File: config.mk
export PLATFORM = sky130hd
export DESIGN_NAME = decode
export DESIGN_NICKNAME = d
export VERILOG_FILES = /design/src/rtl/decode.sv
export SDC_FILE = /design/constraint.sdc
export NUM_CORES = 2
export LEC_CHECK = 0
export CAP_MARGIN = 40
export CORE_ASPECT_RATIO = 0.75
export CORE_MARGIN = 1.5
export CORE_UTILIZATION = 62
export CTS_CLUSTER_SIZE = 25
export DETAILED_ROUTE_END_ITERATION = 8
export PLACE_DENSITY = 0.77
export REMOVE_ABC_BUFFERS = 1
export SKIP_CTS_REPAIR_TIMING = 1
export SKIP_LAST_GASP = 1
export SYNTH_ARGS = -nofsm -noshare
export SYNTH_HDL_FRONTEND = slang
export SYNTH_SLANG_ARGS = --single-unit
File: constraint.sdc
create_clock -name CLK -period 57.1 [get_ports CLK]
set_input_delay 11.42 -clock CLK [delete_from_list [all_inputs] [get_ports CLK]]
set_output_delay 11.42 -clock CLK [all_outputs]
set_load 0.02 [all_outputs]
File: src/rtl/decode.sv
// Decode stage: buffers the fetch instruction stream in a small circular
// queue, splits out instruction fields, reads the register file with
// write-through bypass and presents a registered decoded bundle to execute.
module decode #(
  parameter int QDEPTH    = 4,
  parameter int AFULL_LVL = 2
) (
  input  logic        CLK,
  input  logic        RST,
  input  logic        I_VALID,
  input  logic [31:0] I_ADDR,
  input  logic [31:0] I_DATA,
  input  logic        FLUSH,
  input  logic        STALL,
  input  logic        W_EN,
  input  logic [4:0]  W_RD,
  input  logic [31:0] W_DATA,
  output logic        O_STALL_REQ,
  output logic        O_OVERFLOW,
  output logic        O_VALID,
  output logic [31:0] O_ADDR,
  output logic [5:0]  O_OPCODE,
  output logic [4:0]  O_RD,
  output logic [31:0] O_RS1_DATA,
  output logic [31:0] O_RS2_DATA,
  output logic [31:0] O_IMM,
  output logic        O_ILLEGAL
);

  localparam int PW = $clog2(QDEPTH);
  localparam int CW = PW + 1;
  localparam logic [CW-1:0] FULL_CNT  = CW'(QDEPTH);
  localparam logic [CW-1:0] AFULL_CNT = CW'(AFULL_LVL);

  logic [31:0]   qa_q [QDEPTH];
  logic [31:0]   qd_q [QDEPTH];
  logic [PW-1:0] wr_ptr_q, wr_ptr_d;
  logic [PW-1:0] rd_ptr_q, rd_ptr_d;
  logic [CW-1:0] count_q, count_d;
  logic          ovf_q, ovf_d;
  logic          push, pop, drop;

  logic [31:0]   rf_q [32];

  logic [31:0]   head_addr, head_data;
  logic [4:0]    rs1_idx, rs2_idx;
  logic [31:0]   rs1_val, rs2_val;

  logic          valid_q, valid_d;
  logic [31:0]   addr_q, addr_d;
  logic [5:0]    opcode_q, opcode_d;
  logic [4:0]    rd_q, rd_d;
  logic [31:0]   rs1_q, rs1_d;
  logic [31:0]   rs2_q, rs2_d;
  logic [31:0]   imm_q, imm_d;
  logic          illegal_q, illegal_d;

  // Queue control: flush wins over push/pop; a pop frees a slot for a same-cycle push.
  always_comb begin
    pop      = !FLUSH && !STALL && (count_q != '0);
    push     = !FLUSH && I_VALID && ((count_q != FULL_CNT) || pop);
    drop     = !FLUSH && I_VALID && (count_q == FULL_CNT) && !pop;
    wr_ptr_d = wr_ptr_q;
    rd_ptr_d = rd_ptr_q;
    count_d  = count_q;
    ovf_d    = ovf_q | drop;
    if (FLUSH) begin
      wr_ptr_d = '0;
      rd_ptr_d = '0;
      count_d  = '0;
    end else begin
      if (push) wr_ptr_d = wr_ptr_q + PW'(1);
      if (pop)  rd_ptr_d = rd_ptr_q + PW'(1);
      case ({push, pop})
        2'b10:   count_d = count_q + CW'(1);
        2'b01:   count_d = count_q - CW'(1);
        default: count_d = count_q;
      endcase
    end
  end

  // Queue pointers, occupancy and sticky overflow flag.
  always_ff @(posedge CLK or posedge RST) begin
    if (RST) begin
      wr_ptr_q <= '0;
      rd_ptr_q <= '0;
      count_q  <= '0;
      ovf_q    <= 1'b0;
    end else begin
      wr_ptr_q <= wr_ptr_d;
      rd_ptr_q <= rd_ptr_d;
      count_q  <= count_d;
      ovf_q    <= ovf_d;
    end
  end

  // Queue storage written at the tail on push.
  always_ff @(posedge CLK or posedge RST) begin
    if (RST) begin
      for (int i = 0; i < QDEPTH; i++) begin
        qa_q[i] <= '0;
        qd_q[i] <= '0;
      end
    end else if (push) begin
      qa_q[wr_ptr_q] <= I_ADDR;
      qd_q[wr_ptr_q] <= I_DATA;
    end
  end

  // Register file; r0 is never written so it always reads zero.
  always_ff @(posedge CLK or posedge RST) begin
    if (RST) begin
      for (int i = 0; i < 32; i++) rf_q[i] <= '0;
    end else if (W_EN && (W_RD != 5'd0)) begin
      rf_q[W_RD] <= W_DATA;
    end
  end

  // Head-of-queue operand read with same-cycle writeback forwarding.
  always_comb begin
    head_addr = qa_q[rd_ptr_q];
    head_data = qd_q[rd_ptr_q];
    rs1_idx   = head_data[20:16];
    rs2_idx   = head_data[15:11];
    if (rs1_idx == 5'd0)                    rs1_val = '0;
    else if (W_EN && (W_RD == rs1_idx))     rs1_val = W_DATA;
    else                                    rs1_val = rf_q[rs1_idx];
    if (rs2_idx == 5'd0)                    rs2_val = '0;
    else if (W_EN && (W_RD == rs2_idx))     rs2_val = W_DATA;
    else                                    rs2_val = rf_q[rs2_idx];
  end

  // Output bundle next state: hold under STALL, load on pop, drop valid when empty.
  always_comb begin
    valid_d   = valid_q;
    addr_d    = addr_q;
    opcode_d  = opcode_q;
    rd_d      = rd_q;
    rs1_d     = rs1_q;
    rs2_d     = rs2_q;
    imm_d     = imm_q;
    illegal_d = illegal_q;
    if (FLUSH) begin
      valid_d = 1'b0;
    end else if (!STALL) begin
      if (pop) begin
        valid_d   = 1'b1;
        addr_d    = head_addr;
        opcode_d  = head_data[31:26];
        rd_d      = head_data[25:21];
        rs1_d     = rs1_val;
        rs2_d     = rs2_val;
        imm_d     = {{16{head_data[15]}}, head_data[15:0]};
        illegal_d = (head_data[31:26] > 6'h05);
      end else begin
        valid_d = 1'b0;
      end
    end
  end

  // Output bundle registers.
  always_ff @(posedge CLK or posedge RST) begin
    if (RST) begin
      valid_q   <= 1'b0;
      addr_q    <= '0;
      opcode_q  <= '0;
      rd_q      <= '0;
      rs1_q     <= '0;
      rs2_q     <= '0;
      imm_q     <= '0;
      illegal_q <= 1'b0;
    end else begin
      valid_q   <= valid_d;
      addr_q    <= addr_d;
      opcode_q  <= opcode_d;
      rd_q      <= rd_d;
      rs1_q     <= rs1_d;
      rs2_q     <= rs2_d;
      imm_q     <= imm_d;
      illegal_q <= illegal_d;
    end
  end

  assign O_STALL_REQ = (count_q >= AFULL_CNT);
  assign O_OVERFLOW  = ovf_q;
  assign O_VALID     = valid_q;
  assign O_ADDR      = addr_q;
  assign O_OPCODE    = opcode_q;
  assign O_RD        = rd_q;
  assign O_RS1_DATA  = rs1_q;
  assign O_RS2_DATA  = rs2_q;
  assign O_IMM       = imm_q;
  assign O_ILLEGAL   = illegal_q;

endmodule

==> flow_metrics.py <==
metrics = {
    "placement": {
        "numPortBuffers": 249,
        "dp_cells": 7015,
        "post-place-ws_ps": 41520,
        "globalplace.congestion": 0.841,
        "place_hpwl_um": 124000,
    },
    "global_routing": {
        "antenna_found_initial": 10,
        "grt_overflow": 0,
        "grt_pass1_vias": 51500,
        "grt_usage_pct": 37.3,
        "grt_pass1_wl_um": 331000,
        "grt_max_degree": 180,
    },
    "clock_tree": {
        "htreeDepth": 4,
        "tritoncts": "done",
        "clk_pin_slew_worst_paths_ps": 60,
        "numCtsBuffers": 141,
        "cts.path.max_buffers": 3,
        "cts.sinks": 1413,
        "clk_latency_ps": 780,
        "ctsRootBufferMaster": "clkbuf_16",
    },
    "route": {
        "via_count": 51200,
        "drc_errors": 0,
        "ant_nets": 0,
        "wl_per_cell_um": 30.3,
        "first_pass_iters": 8,
        "drt_wl_total_um": 220000,
        "first_iter_violations": 6275,
        "viasPerCell": 7.04,
    },
    "yosys": {
        "syn_inst": 5662,
        "synth_xor_area_share_pct": 0.207,
        "synth_seq_area_share_pct": 49.2,
        "synth_simple_gate_area_share_pct": 6.64,
        "synth_area_um2": 71800,
        "synth_compound_area_share_pct": 6.87,
        "synth_cell_type_count": 64,
        "post-synth-top-area-cell": "dfrtp_1",
        "synth.area.top_cells": "dfrtp_1 49%, mux2_2 20%, mux4_2 9.7%, mux2i_1 3.9%, nand2_1 3.6%",
        "ys_top_cells_by_count": "1413 x dfrtp_1, 1254 x mux2_2, 690 x nand2_1, 366 x clkbuf_1, 311 x mux4_2",
        "synth_edf_count": 0,
        "ys_ff_latch": 1413,
        "synth_fa_ha_area_share_pct": 0.0975,
        "synth_top_family_by_area": "multiplexers",
        "synth_ff_type": "dfrtp_1",
        "netlist.area_leader.share_pct": 49.2,
        "avgSynthCellArea_um2": 12.7,
        "synth-async-reset-ratio_pct": 100,
        "yosysMostFrequentCell": "dfrtp_1",
        "yosys_warnings": 0,
        "synth_mux_area_share_pct": 33.3,
    },
    "timing": {
        "holdWs_ps": 376,
        "finalHoldViolations": 0,
        "fmax_ghz": 0.0687,
        "rsz0062_at_grt": "false",
        "tns_ps": 0,
        "finalCritPeriodShare_pct": 25.5,
        "drv_slew": 0,
        "finalCriticalPeriod_ps": 14550,
        "final.setup_skew_ps": 31.8,
        "setup_viol": 0,
        "finalWorstSetupSlack_ps": 42550,
        "worst_pin_slew_ps": 1040,
        "max_slew_margin_pct": 31.0,
    },
    "cells_and_area": {
        "fill_cells": 7690,
        "drive_above_1_share_pct": 35.1,
        "fin_nets": 5745,
        "final_cells": 7273,
        "syn2layout_area_growth_pct": 11.9,
    },
    "setup_path": {
        "start_kind": "primary input",
        "startpoint": "FLUSH",
        "cp.arrival_ps": 15260,
        "r2r-start": "rd_ptr_q[1]",
        "cp_max_fo": 48,
        "end_kind": "flop",
        "worstPathRequired_ps": 57800,
        "worstSetupPathType": "in2reg",
    },
    "run": {
        "cap_violations": 0,
    },
    "power_and_ir_drop": {
        "leakage_nw": 35.0,
        "irDropWorstVdd_uv": 34.1,
        "pwr_density_cell_nw_per_um2": 48.0,
    },
    "die": {
        "die_area_um2": 118000,
        "core_region_area_um2": 114000,
        "dieWidth_um": 396,
        "start_util_pct": 62.9,
        "rows": 107,
        "ios": 250,
        "die_y_um": 298,
    },
    "worst_hold_path": {
        "holdCritStartpoint": "rf_q[1016]",
        "hold_class": "reg2reg",
    },
    "status": {
        "status": "complete, no violations",
    },
}
[layer usage]
metal  GRT usage (%)  wire, um  up-vias
met3            11.3     26400      706
met5               0        38        -
met2            54.2     97400     3194
met4            15.6      9970        4
li1                -         -    20900
met1            52.4     86400    26400
[report_power, final]
part | leakage, nW | internal [mW] | switching, mW
logic | 14.7 | 0.665 | 0.828
clock network | 2.27 | 0.535 | 0.406
registers | 18.0 | 1.24 | 0.184
total | 35.0 | 2.44 | 1.42
[cells in the final DEF (no fill, tap or decap), types with 61 or more instances in the layout]
cell                n
dfrtp_1          1411
mux2_2           1250
nand2_1           667
mux4_2            306
mux2i_1           280
clkdlybuf4s50_1   249
clkbuf_16         147
buf_4             125
a21oi_1            92
a211oi_1           82
nor2b_1            81
o22ai_1            81
a31oi_1            77
o21ai_0            74
a22oi_1            72
nor2_1             71
nand3_1            69
a221oi_1           61
[cell families after synthesis]
logic type	count (synthesis)
xor gates and xnor gates	17
AOI/OAI and AO/OA	712
and+or+nand+nor	1084
buffers and inverters	586
adders and majority gates	5
muxes	1845
DFF	1413
[flip-flops by register name, indices dropped and copies added, names as in the netlist, 2 cells and up]
register	flops
rd_ptr_q	2
O_RS1_DATA	32
count_q	3
rf_q	1024
O_ADDR	32
qa_q	128
O_IMM	16
wr_ptr_q	2
qd_q	128
O_RS2_DATA	32
O_RD	5
O_OPCODE	6
[worst paths after layout]
kind | endpoint | slack [ps] | cells past startpoint
max | O_RS1_DATA[28] | 42550 | 9
max reg2reg | O_RS2_DATA[3] | 51880 | 9
max in group asynchronous | rf_q[1002] | 43150 | 7
min in group asynchronous | rf_q[289] | 11000 | 2
min reg2reg | rf_q[1016] | 380 | 0
min | rf_q[1016] | 380 | 0
[critical path, cell delays in order]
cell and delay [ps]:
clkdlybuf4s50_1 640, nor3_2 260, buf_4 230, buf_4 560
and2_1 560, a21boi_4 890, buf_4 380, a22oi_1 110
o21ai_1 120
[cell type report]
| type | instances | area [um^2] | share of cell area, % |
|---|---|---|---|
| Sequential cell | 1413 | 35400 | 44.0 |
| Multi-Input combinational cell | 3663 | 34200 | 42.5 |
| Timing Repair Buffer | 410 | 4260 | 5.30 |
| Clock buffer | 205 | 4180 | 5.20 |
| Tap cell | 1526 | 1910 | 2.38 |
| Clock inverter | 44 | 424 | 0.528 |
| Inverter | 4 | 22.5 | 0.0280 |
| Antenna cell | 8 | 20.0 | 0.0249 |
[metrics by stage]
stage          area (um^2)  total power [mW]  utilization (%)
4_1_cts              80300              3.83             70.3
6_report             80400              3.86             70.4
2_1_floorplan        69200              2.45                -
3_3_place_gp         75000              2.83             65.7
3_5_place_dp         75700              2.88             66.3
5_1_grt              80400              4.00             70.4
(Power assumes the default switching activity.)
